## config.mk

```make
export PLATFORM = sky130hd
export DESIGN_NAME = fft_peak_finder
export DESIGN_NICKNAME = d
export VERILOG_FILES = /design/src/rtl/fft_pkg.sv /design/src/rtl/fft_peak_finder_mag_sq.sv /design/src/rtl/fft_peak_finder.sv
export SDC_FILE = /design/constraint.sdc
export NUM_CORES = 2
export LEC_CHECK = 0
export CAP_MARGIN = 0
export CORE_UTILIZATION = 63
export DETAILED_ROUTE_END_ITERATION = 10
export HOLD_SLACK_MARGIN = 0.03
export PLACE_DENSITY_LB_ADDON = 0.05
export SKIP_CTS_REPAIR_TIMING = 1
export SKIP_LAST_GASP = 1
export SLEW_MARGIN = 20
export SYNTH_ARGS = -nofsm -noshare
export SYNTH_HDL_FRONTEND = slang
export SYNTH_SLANG_ARGS = --single-unit
```

## constraint.sdc

```tcl
create_clock -name clk -period 7.03 [get_ports clk]
set_clock_uncertainty 0.05 [all_clocks]
set_input_delay 1.0545 -clock clk [delete_from_list [all_inputs] [get_ports clk]]
set_output_delay 1.0545 -clock clk [all_outputs]
set_load 0.1 [all_outputs]
```

## src/rtl/fft_pkg.sv

```systemverilog
// Shared constants and sample types for the 64-point FFT datapath and the
// spectral blocks placed downstream of it.
package fft_pkg;

    localparam int FFT_N     = 64;
    localparam int FFT_LOG2N = 6;
    localparam int FFT_OUT_W = 17;
    localparam int FFT_MAG_W = 2 * FFT_OUT_W;

    typedef struct packed {
        logic signed [FFT_OUT_W-1:0] re;
        logic signed [FFT_OUT_W-1:0] im;
    } fft_cplx_t;

endpackage

```

## src/rtl/fft_peak_finder_mag_sq.sv

```systemverilog
// Two-stage pipelined |x|^2 = re^2 + im^2 with the valid flag and a bin tag
// carried alongside the data.
module mag_sq #(
    parameter int DW = 17,
    parameter int BW = 6
) (
    input  logic                 clk,
    input  logic                 rst_n,
    input  logic                 in_valid,
    input  logic [BW-1:0]        in_bin,
    input  logic signed [DW-1:0] in_re,
    input  logic signed [DW-1:0] in_im,
    output logic                 out_valid,
    output logic [BW-1:0]        out_bin,
    output logic [2*DW-1:0]      out_mag
);

    localparam int MW = 2 * DW;

    // Sign-extend to the full product width first, so the multiply is done at MW bits.
    logic signed [MW-1:0] re_x, im_x, re_p, im_p;
    assign re_x = MW'(in_re);
    assign im_x = MW'(in_im);
    assign re_p = re_x * re_x;
    assign im_p = im_x * im_x;

    logic          v1;
    logic [BW-1:0] bin1;
    logic [MW-1:0] re_sq, im_sq;

    always_ff @(posedge clk or negedge rst_n) begin
        if (!rst_n) begin
            v1    <= 1'b0;
            bin1  <= '0;
            re_sq <= '0;
            im_sq <= '0;
        end else begin
            v1 <= in_valid;
            if (in_valid) begin
                bin1  <= in_bin;
                re_sq <= unsigned'(re_p);
                im_sq <= unsigned'(im_p);
            end
        end
    end

    // Each square is at most 2^(2DW-2), so the sum fits in MW bits.
    always_ff @(posedge clk or negedge rst_n) begin
        if (!rst_n) begin
            out_valid <= 1'b0;
            out_bin   <= '0;
            out_mag   <= '0;
        end else begin
            out_valid <= v1;
            if (v1) begin
                out_bin <= bin1;
                out_mag <= re_sq + im_sq;
            end
        end
    end

endmodule

```

## src/rtl/fft_peak_finder.sv

```systemverilog
// Streaming per-frame peak detector on the FFT bin stream: magnitude stream
// out, plus index/magnitude of the largest bin and a threshold flag per frame.
module fft_peak_finder
    import fft_pkg::*;
#(
    parameter int DW      = FFT_OUT_W,
    parameter int LOG2N   = FFT_LOG2N,
    parameter int SKIP_DC = 1
) (
    input  logic                 clk,
    input  logic                 rst_n,
    input  logic                 in_en,
    input  logic signed [DW-1:0] in_re,
    input  logic signed [DW-1:0] in_im,
    input  logic [2*DW-1:0]      threshold,
    output logic                 mag_valid,
    output logic [LOG2N-1:0]     mag_bin,
    output logic [2*DW-1:0]      mag_out,
    output logic                 peak_valid,
    output logic [LOG2N-1:0]     peak_bin,
    output logic [2*DW-1:0]      peak_mag,
    output logic                 peak_hit
);

    localparam int MW = 2 * DW;
    localparam logic [LOG2N-1:0] LAST_BIN = '1;

    // Handshake: in_en is valid-only with no back-pressure; every cycle with
    // in_en=1 is exactly one bin, and every *_valid output is a one-cycle strobe.
    logic [LOG2N-1:0]     bin_cnt;
    logic                 in_v_q;
    logic [LOG2N-1:0]     in_bin_q;
    logic signed [DW-1:0] in_re_q, in_im_q;

    always_ff @(posedge clk or negedge rst_n) begin
        if (!rst_n) begin
            bin_cnt  <= '0;
            in_v_q   <= 1'b0;
            in_bin_q <= '0;
            in_re_q  <= '0;
            in_im_q  <= '0;
        end else begin
            in_v_q <= in_en;
            if (in_en) begin
                bin_cnt  <= bin_cnt + 1'b1;
                in_bin_q <= bin_cnt;
                in_re_q  <= in_re;
                in_im_q  <= in_im;
            end
        end
    end

    mag_sq #(
        .DW (DW),
        .BW (LOG2N)
    ) u_mag_sq (
        .clk       (clk),
        .rst_n     (rst_n),
        .in_valid  (in_v_q),
        .in_bin    (in_bin_q),
        .in_re     (in_re_q),
        .in_im     (in_im_q),
        .out_valid (mag_valid),
        .out_bin   (mag_bin),
        .out_mag   (mag_out)
    );

    logic [MW-1:0]    max_mag, cand_mag;
    logic [LOG2N-1:0] max_bin, cand_bin;
    logic             take;

    // Strict compare: on a tie the earlier (lower) bin is kept.
    always_comb begin
        take     = mag_out > max_mag;
        cand_mag = max_mag;
        cand_bin = max_bin;
        if (take) begin
            cand_mag = mag_out;
            cand_bin = mag_bin;
        end
    end

    always_ff @(posedge clk or negedge rst_n) begin
        if (!rst_n) begin
            max_mag    <= '0;
            max_bin    <= '0;
            peak_valid <= 1'b0;
            peak_bin   <= '0;
            peak_mag   <= '0;
            peak_hit   <= 1'b0;
        end else begin
            peak_valid <= 1'b0;
            if (mag_valid) begin
                // Bin 0 reloads instead of comparing, so no state leaks across frames.
                if (mag_bin == '0) begin
                    max_mag <= (SKIP_DC != 0) ? '0 : mag_out;
                    max_bin <= '0;
                end else begin
                    max_mag <= cand_mag;
                    max_bin <= cand_bin;
                end
                if (mag_bin == LAST_BIN) begin
                    peak_bin   <= cand_bin;
                    peak_mag   <= cand_mag;
                    peak_hit   <= cand_mag > threshold;
                    peak_valid <= 1'b1;
                end
            end
        end
    end

endmodule
```

==> impl_metrics.json <==
{
  "synth_fa_ha_area_share_pct": 44.4,
  "htreeDepth": 1,
  "diodes": 0,
  "fin_area_mm2": 0.0355,
  "rsz0062_at_grt": "true",
  "startpoint": "in_im_q[11]",
  "die_x_um": 227,
  "place_congestion": 0.901,
  "grt_max_degree": 132,
  "path_max_fanout": 13,
  "cap_violations": 0,
  "track_usage_pct": 29.5,
  "max_freq_mhz": 149,
  "cp.arrival_ns": 7.12,
  "timing.hold.worst.start": "peak_bin[3]",
  "synth_common_cells": "inv_1 (738), fa_1 (533), ha_1 (283)",
  "met3_length_um": 3450,
  "syn_to_final_growth_pct": 10.7,
  "portBuffers": 153,
  "cts_tree": "built",
  "cts.sinks": 243,
  "synthMuxAreaShare_pct": 6.50,
  "top_layer": "met5",
  "synth_nets": 4019,
  "clk_latency_ns": 0.59,
  "cts.path.max_buffers": 3,
  "fillers": 3796,
  "avgSynthCellArea_um2": 10.2,
  "yosys.area.top_type": "fa_1",
  "grt_pass1_wl_um": 120000,
  "num_rows": 82,
  "synth_cell_types": 77,
  "postRouteAntennaNets": 0,
  "dieArea_mm2": 0.0517,
  "yosys.area_share.simple_pct": 8.61,
  "synth_top_family_by_area": "adder cells",
  "tightestPinTransition_ns": 1.04,
  "ys_async_sr_fraction_pct": 100,
  "fin_crit_ns": 6.70,
  "seq_area_frac_synth_pct": 19.0,
  "drtPass1Iterations": 6,
  "grt_pass1_vias": 24300,
  "place_hpwl_um": 58000,
  "setup_viol": 0,
  "rr_startpoint": "in_im_q[11]",
  "fp.coreArea_mm2": 0.0502,
  "overflow": 0,
  "vias_per_cell": 5.58,
  "drive_above_1_share_pct": 9.41,
  "met2_length_um": 36600,
  "finalWirelength_um": 71100,
  "critPathKind": "register to register",
  "slew_headroom_pct": 30.7,
  "min_path_type": "register to register",
  "synth_edf_count": 0,
  "drc": 0,
  "synth_compound_area_share_pct": 8.50,
  "timing.setup.tns_ns": 0,
  "synth_seq_cells": 243,
  "synth.top_cell.area_share_pct": 33.3,
  "run_status": "complete, no violations",
  "worstPathRequired_ns": 7.45,
  "wl_per_cell_um": 17.9,
  "hold_violations": 0,
  "yosysMostFrequentCell": "inv_1",
  "route.vias.total": 22100,
  "syn_area_mm2": 0.0320,
  "yosys_warnings": 0,
  "synth_xor_area_share_pct": 3.04,
  "cp-end-kind": "register",
  "place_area_mm2": 0.0344,
  "root_buffer": "clkbuf_16",
  "synth_top_flop_cell": "dfrtp_1",
  "ios": 154,
  "start_util_pct": 63.8,
  "slew_viol_final": 0,
  "antenna_found_initial": 1,
  "finalCritPeriodShare_pct": 95.3,
  "worst_setup_path_start_kind": "register",
  "wl_met1_um": 28600,
  "cts_buffers": 31,
  "drt_iter0_drc": 1170,
  "cts.reportedPaths.clkPinSlew_ns": 0.06,
  "nets": 4158,
  "syn_inst": 3132,
  "synth.area.top_cells": "fa_1 (33%), dfrtp_1 (19%), ha_1 (11%)",
  "min_path_cells": 2,
  "ff2ff_path_depth": 22,
  "die_y_um": 227
}
==> cell usage in the layout (no fill, tap or decap), drive strengths merged, types with 8 or more instances in the layout <==
| cell | n |
|---|---|
| o211ai | 11 |
| and3 | 13 |
| o31ai | 18 |
| o21a | 19 |
| a21oi | 80 |
| a31o | 12 |
| xnor2 | 88 |
| nor3 | 16 |
| nand3 | 19 |
| nor2b | 45 |
| o21bai | 9 |
| nor2 | 78 |
| and2 | 108 |
| clkdlybuf4s50 | 151 |
| dfrtp | 243 |
| clkinv | 8 |
| buf | 52 |
| inv | 742 |
| clkbuf | 40 |
| mux2i | 10 |
| nand4 | 22 |
| fa | 533 |
| a21o | 57 |
| nand2b | 10 |
| mux2 | 162 |
| o21ai | 78 |
| xor2 | 23 |
| nand2 | 226 |
| ha | 283 |
| a22o | 35 |
| a211oi | 14 |
==> layout make-up <==
type / instances / area (µm²) / share of cell area, %
sequential: 243 / 6090 / 17.2
tap: 672 / 841 / 2.37
multi-input combinational: 2052 / 22800 / 64.2
timing repair buffer: 203 / 1920 / 5.41
inverter: 740 / 2780 / 7.83
clock inverter: 17 / 210 / 0.593
clock buffer: 40 / 860 / 2.42
==> sequential cells by signal (all words and copies together), names as in the netlist <==
| name | flops |
|---|---|
| u_mag_sq.out_mag | 34 |
| bin_cnt | 6 |
| peak_hit | 1 |
| u_mag_sq.v1 | 1 |
| in_re_q | 17 |
| u_mag_sq.bin1 | 6 |
| in_v_q | 1 |
| in_bin_q | 6 |
| max_mag | 34 |
| peak_bin | 6 |
| max_bin | 6 |
| u_mag_sq.out_bin | 6 |
| u_mag_sq.re_sq | 33 |
| u_mag_sq.im_sq | 33 |
| u_mag_sq.out_valid | 1 |
| in_im_q | 17 |
| peak_mag | 34 |
| peak_valid | 1 |
==> layer usage <==
metal | track usage [%] | vias up
met5 | 0 | -
met4 | 10.0 | 2
met3 | 2.94 | 160
met2 | 52.5 | 551
met1 | 37.5 | 11300
li1 | - | 10100
==> final timing paths <==
path | slack, ns | endpoint
worst max-delay path | 0.33 | u_mag_sq.im_sq[26]
worst min-delay path | 0.41 | peak_bin[3]
worst min register to register | 0.41 | peak_bin[3]
max in group asynchronous | 5.12 | in_v_q
min in group asynchronous | 0.48 | peak_bin[3]
worst max register to register | 0.33 | u_mag_sq.im_sq[26]
==> through the flow <==
step	utilization [%]	hold WS, ns	instances	setup WS, ns
after detailed placement	68.5	0.407	3910	0.309
after CTS	70.6	0.420	3967	0.262
final	70.7	0.413	3967	0.331
after floorplan	-	0.339	3132	0.614
after global placement	68.5	0.403	3910	0.442
after global routing	70.7	0.437	3967	-0.0111
==> worst max-delay path: stages (launching register included) <==
cell,delay (ns)
dfrtp_1,0.75
inv_1,0.12
nor2_1,0.20
fa_1,0.44
inv_1,0.09
fa_1,0.43
fa_1,0.52
inv_1,0.06
fa_1,0.49
fa_1,0.49
inv_1,0.05
fa_1,0.49
inv_1,0.04
ha_1,0.35
and4_1,0.26
and3_1,0.18
a21bo_2,0.25
o21ai_4,0.20
a41oi_4,0.17
o21ai_1,0.23
o21ai_0,0.17
a2111o_1,0.45
o311ai_1,0.10
==> kinds of logic after synthesis <==
kind of cell / after synthesis
muxes: 172
adders and majority gates: 816
DFF: 243
and+or+nand+nor: 564
AOI/OAI and AO/OA: 389
xor gates and xnor gates: 111
buffers and inverters: 837
Power is left out: the tool's default activity adds up to more than one toggle a clock period on the data nets, which glitch-free logic cannot reach.
